--- src/rtl/imu_sample_fifo_if.sv ---
// Sample-stream bundle for imu_sample_fifo: sensor-side push, Madgwick-side
// valid/ready pop, and the flush / overflow status signals.
// slave = the FIFO itself, master = the surrounding logic driving it.
interface imu_sample_fifo_if #(
  parameter int unsigned ACC_W  = 16,
  parameter int unsigned GYRO_W = 16,
  parameter int unsigned DEPTH  = 8,
  parameter int unsigned CNT_W  = 16
);
  localparam int unsigned DATA_W = 3 * ACC_W + 3 * GYRO_W;
  localparam int unsigned LVL_W  = $clog2(DEPTH) + 1;

  logic              s_valid;
  logic [DATA_W-1:0] s_data;
  logic              m_valid;
  logic              m_ready;
  logic [DATA_W-1:0] m_data;
  logic              flush;
  logic              clr_ovf;
  logic [LVL_W-1:0]  level;
  logic              ovf;
  logic [CNT_W-1:0]  drop_cnt;

  modport master (
    output s_valid, s_data, m_ready, flush, clr_ovf,
    input  m_valid, m_data, level, ovf, drop_cnt
  );

  modport slave (
    input  s_valid, s_data, m_ready, flush, clr_ovf,
    output m_valid, m_data, level, ovf, drop_cnt
  );
endinterface

--- src/rtl/imu_sample_fifo.sv ---
// imu_sample_fifo: buffers 6-axis IMU samples ahead of the Madgwick core.
// The sensor side cannot be stalled; samples arriving while full are dropped
// and counted. The head is presented first-word-fall-through from a register.
// Optional macro IMU_DECIM_EN adds a DECIM-sample boxcar decimator in front.
module imu_sample_fifo #(
  parameter int unsigned ACC_W  = 16,
  parameter int unsigned GYRO_W = 16,
  parameter int unsigned DEPTH  = 8,
  parameter int unsigned CNT_W  = 16,
  parameter int unsigned DECIM  = 4
) (
  input logic              clk,
  input logic              rst_n,
  imu_sample_fifo_if.slave bus
);
  localparam int unsigned DATA_W = 3 * ACC_W + 3 * GYRO_W;
  localparam int unsigned IDX_W  = $clog2(DEPTH);
  localparam int unsigned PTR_W  = IDX_W + 1;

  // Reject configurations the pointer arithmetic cannot support.
  if (DEPTH < 2 || (DEPTH & (DEPTH - 1)) != 0) begin : g_bad_depth
    $error("imu_sample_fifo: DEPTH must be a power of two >= 2");
  end
  if (DECIM < 2 || (DECIM & (DECIM - 1)) != 0) begin : g_bad_decim
    $error("imu_sample_fifo: DECIM must be a power of two >= 2");
  end

  logic [PTR_W-1:0]  wr_ptr_q, wr_ptr_d;
  logic [PTR_W-1:0]  rd_ptr_q, rd_ptr_d;
  logic [DATA_W-1:0] mem_q [DEPTH];
  logic              m_valid_q, m_valid_d;
  logic [DATA_W-1:0] m_data_q, m_data_d;
  logic              ovf_q, ovf_d;
  logic [CNT_W-1:0]  drop_cnt_q, drop_cnt_d;

  logic              push_ev;
  logic [DATA_W-1:0] push_data;
  logic [PTR_W-1:0]  level;
  logic              full;
  logic              pop;
  logic              wr_en;
  logic              drop;

`ifdef IMU_DECIM_EN
  localparam int unsigned DL   = $clog2(DECIM);
  localparam int unsigned AS_W = ACC_W + DL;
  localparam int unsigned GS_W = GYRO_W + DL;

  logic signed [AS_W-1:0] acc_sum_q [3];
  logic signed [AS_W-1:0] acc_sum_d [3];
  logic signed [GS_W-1:0] gyr_sum_q [3];
  logic signed [GS_W-1:0] gyr_sum_d [3];
  logic [DL-1:0]          phase_q, phase_d;
  logic                   dec_valid_q, dec_valid_d;
  logic [DATA_W-1:0]      dec_data_q, dec_data_d;

  // Boxcar accumulate; on the last sample of a window register the mean
  // (arithmetic shift, so rounding is toward -inf) and restart the window.
  always_comb begin
    logic signed [AS_W-1:0] a_tot;
    logic signed [GS_W-1:0] g_tot;
    a_tot       = '0;
    g_tot       = '0;
    acc_sum_d   = acc_sum_q;
    gyr_sum_d   = gyr_sum_q;
    phase_d     = phase_q;
    dec_valid_d = 1'b0;
    dec_data_d  = dec_data_q;
    if (bus.flush) begin
      for (int unsigned i = 0; i < 3; i++) begin
        acc_sum_d[i] = '0;
        gyr_sum_d[i] = '0;
      end
      phase_d = '0;
    end else if (bus.s_valid) begin
      for (int unsigned i = 0; i < 3; i++) begin
        a_tot = acc_sum_q[i] + AS_W'($signed(bus.s_data[i*ACC_W +: ACC_W]));
        g_tot = gyr_sum_q[i] + GS_W'($signed(bus.s_data[3*ACC_W + i*GYRO_W +: GYRO_W]));
        acc_sum_d[i] = a_tot;
        gyr_sum_d[i] = g_tot;
        dec_data_d[i*ACC_W +: ACC_W]            = ACC_W'(a_tot >>> DL);
        dec_data_d[3*ACC_W + i*GYRO_W +: GYRO_W] = GYRO_W'(g_tot >>> DL);
      end
      if (phase_q == DL'(DECIM - 1)) begin
        dec_valid_d = 1'b1;
        phase_d     = '0;
        for (int unsigned i = 0; i < 3; i++) begin
          acc_sum_d[i] = '0;
          gyr_sum_d[i] = '0;
        end
      end else begin
        phase_d = phase_q + 1'b1;
      end
    end
  end

  // Decimator state registers.
  always_ff @(posedge clk or negedge rst_n) begin
    if (!rst_n) begin
      for (int unsigned i = 0; i < 3; i++) begin
        acc_sum_q[i] <= '0;
        gyr_sum_q[i] <= '0;
      end
      phase_q     <= '0;
      dec_valid_q <= 1'b0;
      dec_data_q  <= '0;
    end else begin
      acc_sum_q   <= acc_sum_d;
      gyr_sum_q   <= gyr_sum_d;
      phase_q     <= phase_d;
      dec_valid_q <= dec_valid_d;
      dec_data_q  <= dec_data_d;
    end
  end

  assign push_ev   = dec_valid_q;
  assign push_data = dec_data_q;
`else
  assign push_ev   = bus.s_valid;
  assign push_data = bus.s_data;
`endif

  assign level = wr_ptr_q - rd_ptr_q;
  assign full  = (level == PTR_W'(DEPTH));
  assign pop   = m_valid_q & bus.m_ready & ~bus.flush;
  assign wr_en = push_ev & ~bus.flush & (~full | pop);
  assign drop  = push_ev & ~bus.flush & full & ~pop;

  // Pointer update and next head. The head register is reloaded from the
  // slot rd_ptr_d names; when that slot is being written this same cycle
  // (push into empty, or push+pop at level 1) the push data is forwarded.
  always_comb begin
    wr_ptr_d  = wr_ptr_q + PTR_W'(wr_en);
    rd_ptr_d  = rd_ptr_q + PTR_W'(pop);
    m_valid_d = (wr_ptr_d != rd_ptr_d);
    m_data_d  = m_data_q;
    if (bus.flush) begin
      wr_ptr_d  = '0;
      rd_ptr_d  = '0;
      m_valid_d = 1'b0;
    end else if (m_valid_d) begin
      if (wr_en && (wr_ptr_q[IDX_W-1:0] == rd_ptr_d[IDX_W-1:0])) begin
        m_data_d = push_data;
      end else begin
        m_data_d = mem_q[rd_ptr_d[IDX_W-1:0]];
      end
    end
  end

  // Sticky overflow flag and saturating drop counter; a drop beats clr_ovf.
  always_comb begin
    ovf_d      = ovf_q;
    drop_cnt_d = drop_cnt_q;
    if (drop) begin
      ovf_d = 1'b1;
      if (bus.clr_ovf) begin
        drop_cnt_d = CNT_W'(1);
      end else if (drop_cnt_q != '1) begin
        drop_cnt_d = drop_cnt_q + 1'b1;
      end
    end else if (bus.clr_ovf) begin
      ovf_d      = 1'b0;
      drop_cnt_d = '0;
    end
  end

  // Control and status registers.
  always_ff @(posedge clk or negedge rst_n) begin
    if (!rst_n) begin
      wr_ptr_q   <= '0;
      rd_ptr_q   <= '0;
      m_valid_q  <= 1'b0;
      m_data_q   <= '0;
      ovf_q      <= 1'b0;
      drop_cnt_q <= '0;
    end else begin
      wr_ptr_q   <= wr_ptr_d;
      rd_ptr_q   <= rd_ptr_d;
      m_valid_q  <= m_valid_d;
      m_data_q   <= m_data_d;
      ovf_q      <= ovf_d;
      drop_cnt_q <= drop_cnt_d;
    end
  end

  // Sample storage; contents need no reset since pointers gate every read.
  always_ff @(posedge clk) begin
    if (wr_en) begin
      mem_q[wr_ptr_q[IDX_W-1:0]] <= push_data;
    end
  end

  assign bus.m_valid  = m_valid_q;
  assign bus.m_data   = m_data_q;
  assign bus.level    = level;
  assign bus.ovf      = ovf_q;
  assign bus.drop_cnt = drop_cnt_q;
endmodule
--- src/flat_wrapper.sv ---
// flat-port wrapper written by rule: the top's interface ports become plain ports
module imu_sample_fifo_flat 
#(
  parameter int unsigned ACC_W  = 16,
  parameter int unsigned GYRO_W = 16,
  parameter int unsigned DEPTH  = 8,
  parameter int unsigned CNT_W  = 16,
  parameter int unsigned DECIM  = 4
)
  (clk, rst_n, bus_s_valid, bus_s_data, bus_m_ready, bus_flush, bus_clr_ovf, bus_m_valid, bus_m_data, bus_level, bus_ovf, bus_drop_cnt);
  imu_sample_fifo_if #(.ACC_W(ACC_W), .GYRO_W(GYRO_W), .DEPTH(DEPTH), .CNT_W(CNT_W)) bus_i ();
  input logic clk;
  input logic rst_n;
  input wire logic [$bits(bus_i.s_valid)-1:0] bus_s_valid;
  input wire logic [$bits(bus_i.s_data)-1:0] bus_s_data;
  input wire logic [$bits(bus_i.m_ready)-1:0] bus_m_ready;
  input wire logic [$bits(bus_i.flush)-1:0] bus_flush;
  input wire logic [$bits(bus_i.clr_ovf)-1:0] bus_clr_ovf;
  output wire logic [$bits(bus_i.m_valid)-1:0] bus_m_valid;
  output wire logic [$bits(bus_i.m_data)-1:0] bus_m_data;
  output wire logic [$bits(bus_i.level)-1:0] bus_level;
  output wire logic [$bits(bus_i.ovf)-1:0] bus_ovf;
  output wire logic [$bits(bus_i.drop_cnt)-1:0] bus_drop_cnt;
  assign bus_i.s_valid = bus_s_valid;
  assign bus_i.s_data = bus_s_data;
  assign bus_i.m_ready = bus_m_ready;
  assign bus_i.flush = bus_flush;
  assign bus_i.clr_ovf = bus_clr_ovf;
  assign bus_m_valid = bus_i.m_valid;
  assign bus_m_data = bus_i.m_data;
  assign bus_level = bus_i.level;
  assign bus_ovf = bus_i.ovf;
  assign bus_drop_cnt = bus_i.drop_cnt;
  imu_sample_fifo #(.ACC_W(ACC_W), .GYRO_W(GYRO_W), .DEPTH(DEPTH), .CNT_W(CNT_W), .DECIM(DECIM)) u_core (.clk(clk), .rst_n(rst_n), .bus(bus_i));
endmodule
--- config.mk ---
export PLATFORM = sky130hd
export DESIGN_NAME = imu_sample_fifo_flat
export DESIGN_NICKNAME = d
export VERILOG_FILES = /design/src/rtl/imu_sample_fifo_if.sv /design/src/rtl/imu_sample_fifo.sv /design/src/flat_wrapper.sv
export SDC_FILE = /design/constraint.sdc
export NUM_CORES = 1
export LEC_CHECK = 0
export CAP_MARGIN = 10
export CORE_ASPECT_RATIO = 2
export CORE_UTILIZATION = 59
export CTS_BUF_LIST = sky130_fd_sc_hd__clkbuf_16
export DETAILED_ROUTE_END_ITERATION = 6
export MAX_ROUTING_LAYER = met4
export PLACE_DENSITY_LB_ADDON = 0.08
export SLEW_MARGIN = 20
export SYNTH_ARGS = -nofsm -noshare
export SYNTH_HDL_FRONTEND = slang
export SYNTH_SLANG_ARGS = --single-unit
export TNS_END_PERCENT = 1
--- constraint.sdc ---
create_clock -name clk -period 14.3 [get_ports clk]
set_input_delay 4.29 -clock clk [delete_from_list [all_inputs] [get_ports clk]]
set_output_delay 4.29 -clock clk [all_outputs]
set_load 0.03 [all_outputs]
==> impl_metrics.json <==
{
  "p_sw_mw": 1.634,
  "die_y_um": 344.6,
  "drc": 0,
  "drt_first_pass_iters": 5,
  "finalHoldViolCount": 0,
  "swShare_pct": 26.10,
  "power_mw": 6.261,
  "routedWlPerCell_um": 25.73,
  "seq_area_frac_synth_pct": 75.43,
  "clk_latency_ns": 0.61,
  "cts_setup_buffers": 0,
  "gp_congestion": 0.8119,
  "vias": 18180,
  "ys_seq_elements": 890,
  "p_seq_share_pct": 49.7,
  "critical_path.cell_chain": "clkdlybuf4s50_1 > and3b_1 > ha_4 > ha_4 > xor2_1 > nor3_1 > nand3_4 > buf_4 > buf_4 > and3_1 > o31ai_1",
  "final_cell_mix": "edfxtp_1 (768), nand2_1 (298), clkdlybuf4s50_1 (218)",
  "avgSynthCellArea_sq_um": 18.10,
  "syn-num-nets": 2024,
  "arrival_ns": 9.02,
  "postRouteAntennaNets": 0,
  "overflow": 0,
  "placed_cells": 2806,
  "final_common_cell": "edfxtp_1",
  "slew_headroom_pct": 24.60,
  "yosysWarnings": 0,
  "synth_cells": 1913,
  "hp-start": "u_core.bus.m_data[50]",
  "clkTransAtPathRegs_ns": 0.07,
  "finalSetupTns_ns": 0,
  "crit_type": "in2reg",
  "drt_iter0_drc": 1454,
  "max_cap_viol_count": 0,
  "wl_mm": 75.79,
  "drv_slew": 0,
  "synth_edf_count": 768,
  "ctsResizeCount": 0,
  "async_reset_ff_share_pct": 13.71,
  "finClkSkew_ns": 0.01149,
  "hold_depth": 2,
  "grt_pass1_vias": 19360,
  "p_leak_nw": 13.62,
  "worstPathRequired_ns": 14.75,
  "final_nets": 2231,
  "finalCriticalPeriod_ns": 8.570,
  "ios": 220,
  "reg2reg_from": "u_core.wr_ptr_q[0]",
  "powerDensity_mw_per_mm2": 155.7,
  "run_status": "finished, final reports clean",
  "combPwrFrac_pct": 16.8,
  "final_util_pct": 69.27,
  "cts_max_path_buffers": 3,
  "critPathTopFamily": "buffers and inverters",
  "reg2regPathDepth": 15,
  "setup_slack_ns": 5.730,
  "die-area_sq_mm": 0.05972,
  "timing.rr.end": "u_core.bus.m_data[83]",
  "worst_pin_slew_ns": 1.131,
  "synthFlopType": "edfxtp_1",
  "port_buffers": 219,
  "timing.hold.ws_ns": 0.4729,
  "rows": 125,
  "final_cell_count_no_fill": 2945,
  "viasPerCell": 6.171,
  "areaGrowthSynthToFinish_pct": 16.10,
  "dp_hpwl_mm": 39.13,
  "place_ws_ns": 5.143,
  "final.fill_count": 3770,
  "yosysUniqueCellTypes": 43,
  "pwr-share-clk_pct": 33.5,
  "critPathLaunchType": "input pin",
  "hold_class": "reg2reg",
  "clock-sinks": 890,
  "initial_core_util_pct": 59.67,
  "cts_buffers": 74,
  "netlist_area_sq_mm": 0.03462,
  "crit_path_end_kind": "flip-flop",
  "cts_root_buf": "clkbuf_16",
  "grt_max_degree": 150,
  "antenna_found_initial": 2,
  "vdd_ir_drop_max_uv": 128.9,
  "h-tree-depth": 3,
  "ctsHoldBuffers": 0,
  "max_freq_ghz": 0.1167,
  "crit_buf_inv": 3,
  "crit_slowest_cell": "buf_4",
  "die_w_um": 173.3,
  "holdPathEnd": "u_core.bus.m_data[50]",
  "r2r_setup_slack_ns": 9.32,
  "cts_tree": "done",
  "layout-drive-gt1-share_pct": 15.91,
  "slowest_delay_ns": 0.85,
  "rsz0062_at_grt": "no",
  "grt_pass1_wl_mm": 116.1,
  "finalSetupViolations": 0,
  "p_int_mw": 4.627,
  "finalInstanceArea_sq_mm": 0.04020,
  "cp_max_fo": 87,
  "period_share_pct": 59.93,
  "grt_use_total_pct": 27.17,
  "place_area_sq_mm": 0.03766,
  "core_sq_mm": 0.05802
}
-- synthesized netlist by cell type (3+ instances only) --
cell type  number  share of area [%]
and3_1        102                1.8
and3b_1         3              0.076
buf_1           6              0.065
buf_2          29               0.42
clkbuf_1       80               0.87
dfrtp_1       122                8.8
edfxtp_1      768                 67
ha_1            8               0.29
inv_1          10               0.11
mux2i_1         3              0.087
mux4_2        192                 12
nand2_1       298                3.2
nand3_1         9               0.13
nand4_1         8               0.14
nor2_1        115                1.2
nor2b_1         5              0.090
nor3_1          8               0.12
nor3b_1         4              0.087
o31ai_1        96                2.1
xnor2_1         6               0.15
xor2_1         15               0.38
-- routing by layer --
layer	track usage, %	part of all wire [%]
met1	34.48	40
met2	45.81	52
met3	3.991	6.0
met4	8.278	2.3
met5	-	0
-- power groups by stage --
stage               Clock, mW  Combinational, mW  Sequential (mW)
detailed placement          0               1.07             3.16
CTS                      2.14               1.07             3.11
finish                   2.10               1.05             3.11
global route             2.22               1.13             3.12
global placement            0               1.05             3.16
floorplan                   0              0.357             3.38
-- sequential cells by signal, summed over array words and instances (netlist names) --
signal and flops:
u_core.bus.m_data 96, u_core.mem_q 768, u_core.rd_ptr_q 4, u_core.wr_ptr_q 4, u_core.bus.ovf 1, u_core.bus.m_valid 1, u_core.bus.drop_cnt 16
-- layout make-up --
cell class | instances | area (sq um) | share of cell area (%)
Sequential cell | 890 | 26120 | 64.97
Multi-Input combinational cell | 897 | 8128 | 20.22
Timing Repair Buffer | 246 | 2421 | 6.023
Clock buffer | 79 | 1977 | 4.918
Tap cell | 762 | 953.4 | 2.372
Clock inverter | 58 | 555.5 | 1.382
Inverter | 11 | 41.29 | 0.1027
Antenna cell | 2 | 5.005 | 0.01245
-- worst min-delay path: stages, from the launching register on --
cell and delay, ns:
dfrtp_1 0.34, nand2_1 0.05, o31ai_1 0.05
-- cell families after synthesis --
logic type | count (synthesis) | share of synthesized area (%)
flip-flops | 890 | 75.43
AND/OR/NAND/NOR | 565 | 7.293
buffers and inverters | 126 | 1.471
XOR/XNOR | 22 | 0.5782
multiplexers | 196 | 12.61
adder cells (fa/ha/maj) | 9 | 0.3469
AO/OA/AOI/OAI | 105 | 2.277
-- how the worst max path moves through the flow --
stage	slack [ns]	cells past startpoint	from	end
detailed placement	5.14	11	bus_flush	u_core.bus.m_data[10]
CTS	5.78	11	bus_flush	u_core.bus.m_data[19]
floorplan	1.36	7	bus_flush	u_core.mem_q[2][0]
global placement	5.25	11	bus_flush	u_core.bus.m_data[9]
global route	5.49	11	bus_flush	u_core.bus.m_data[21]
finish	5.73	11	bus_flush	u_core.bus.m_data[94]
Power figures use the tool's default switching activity.
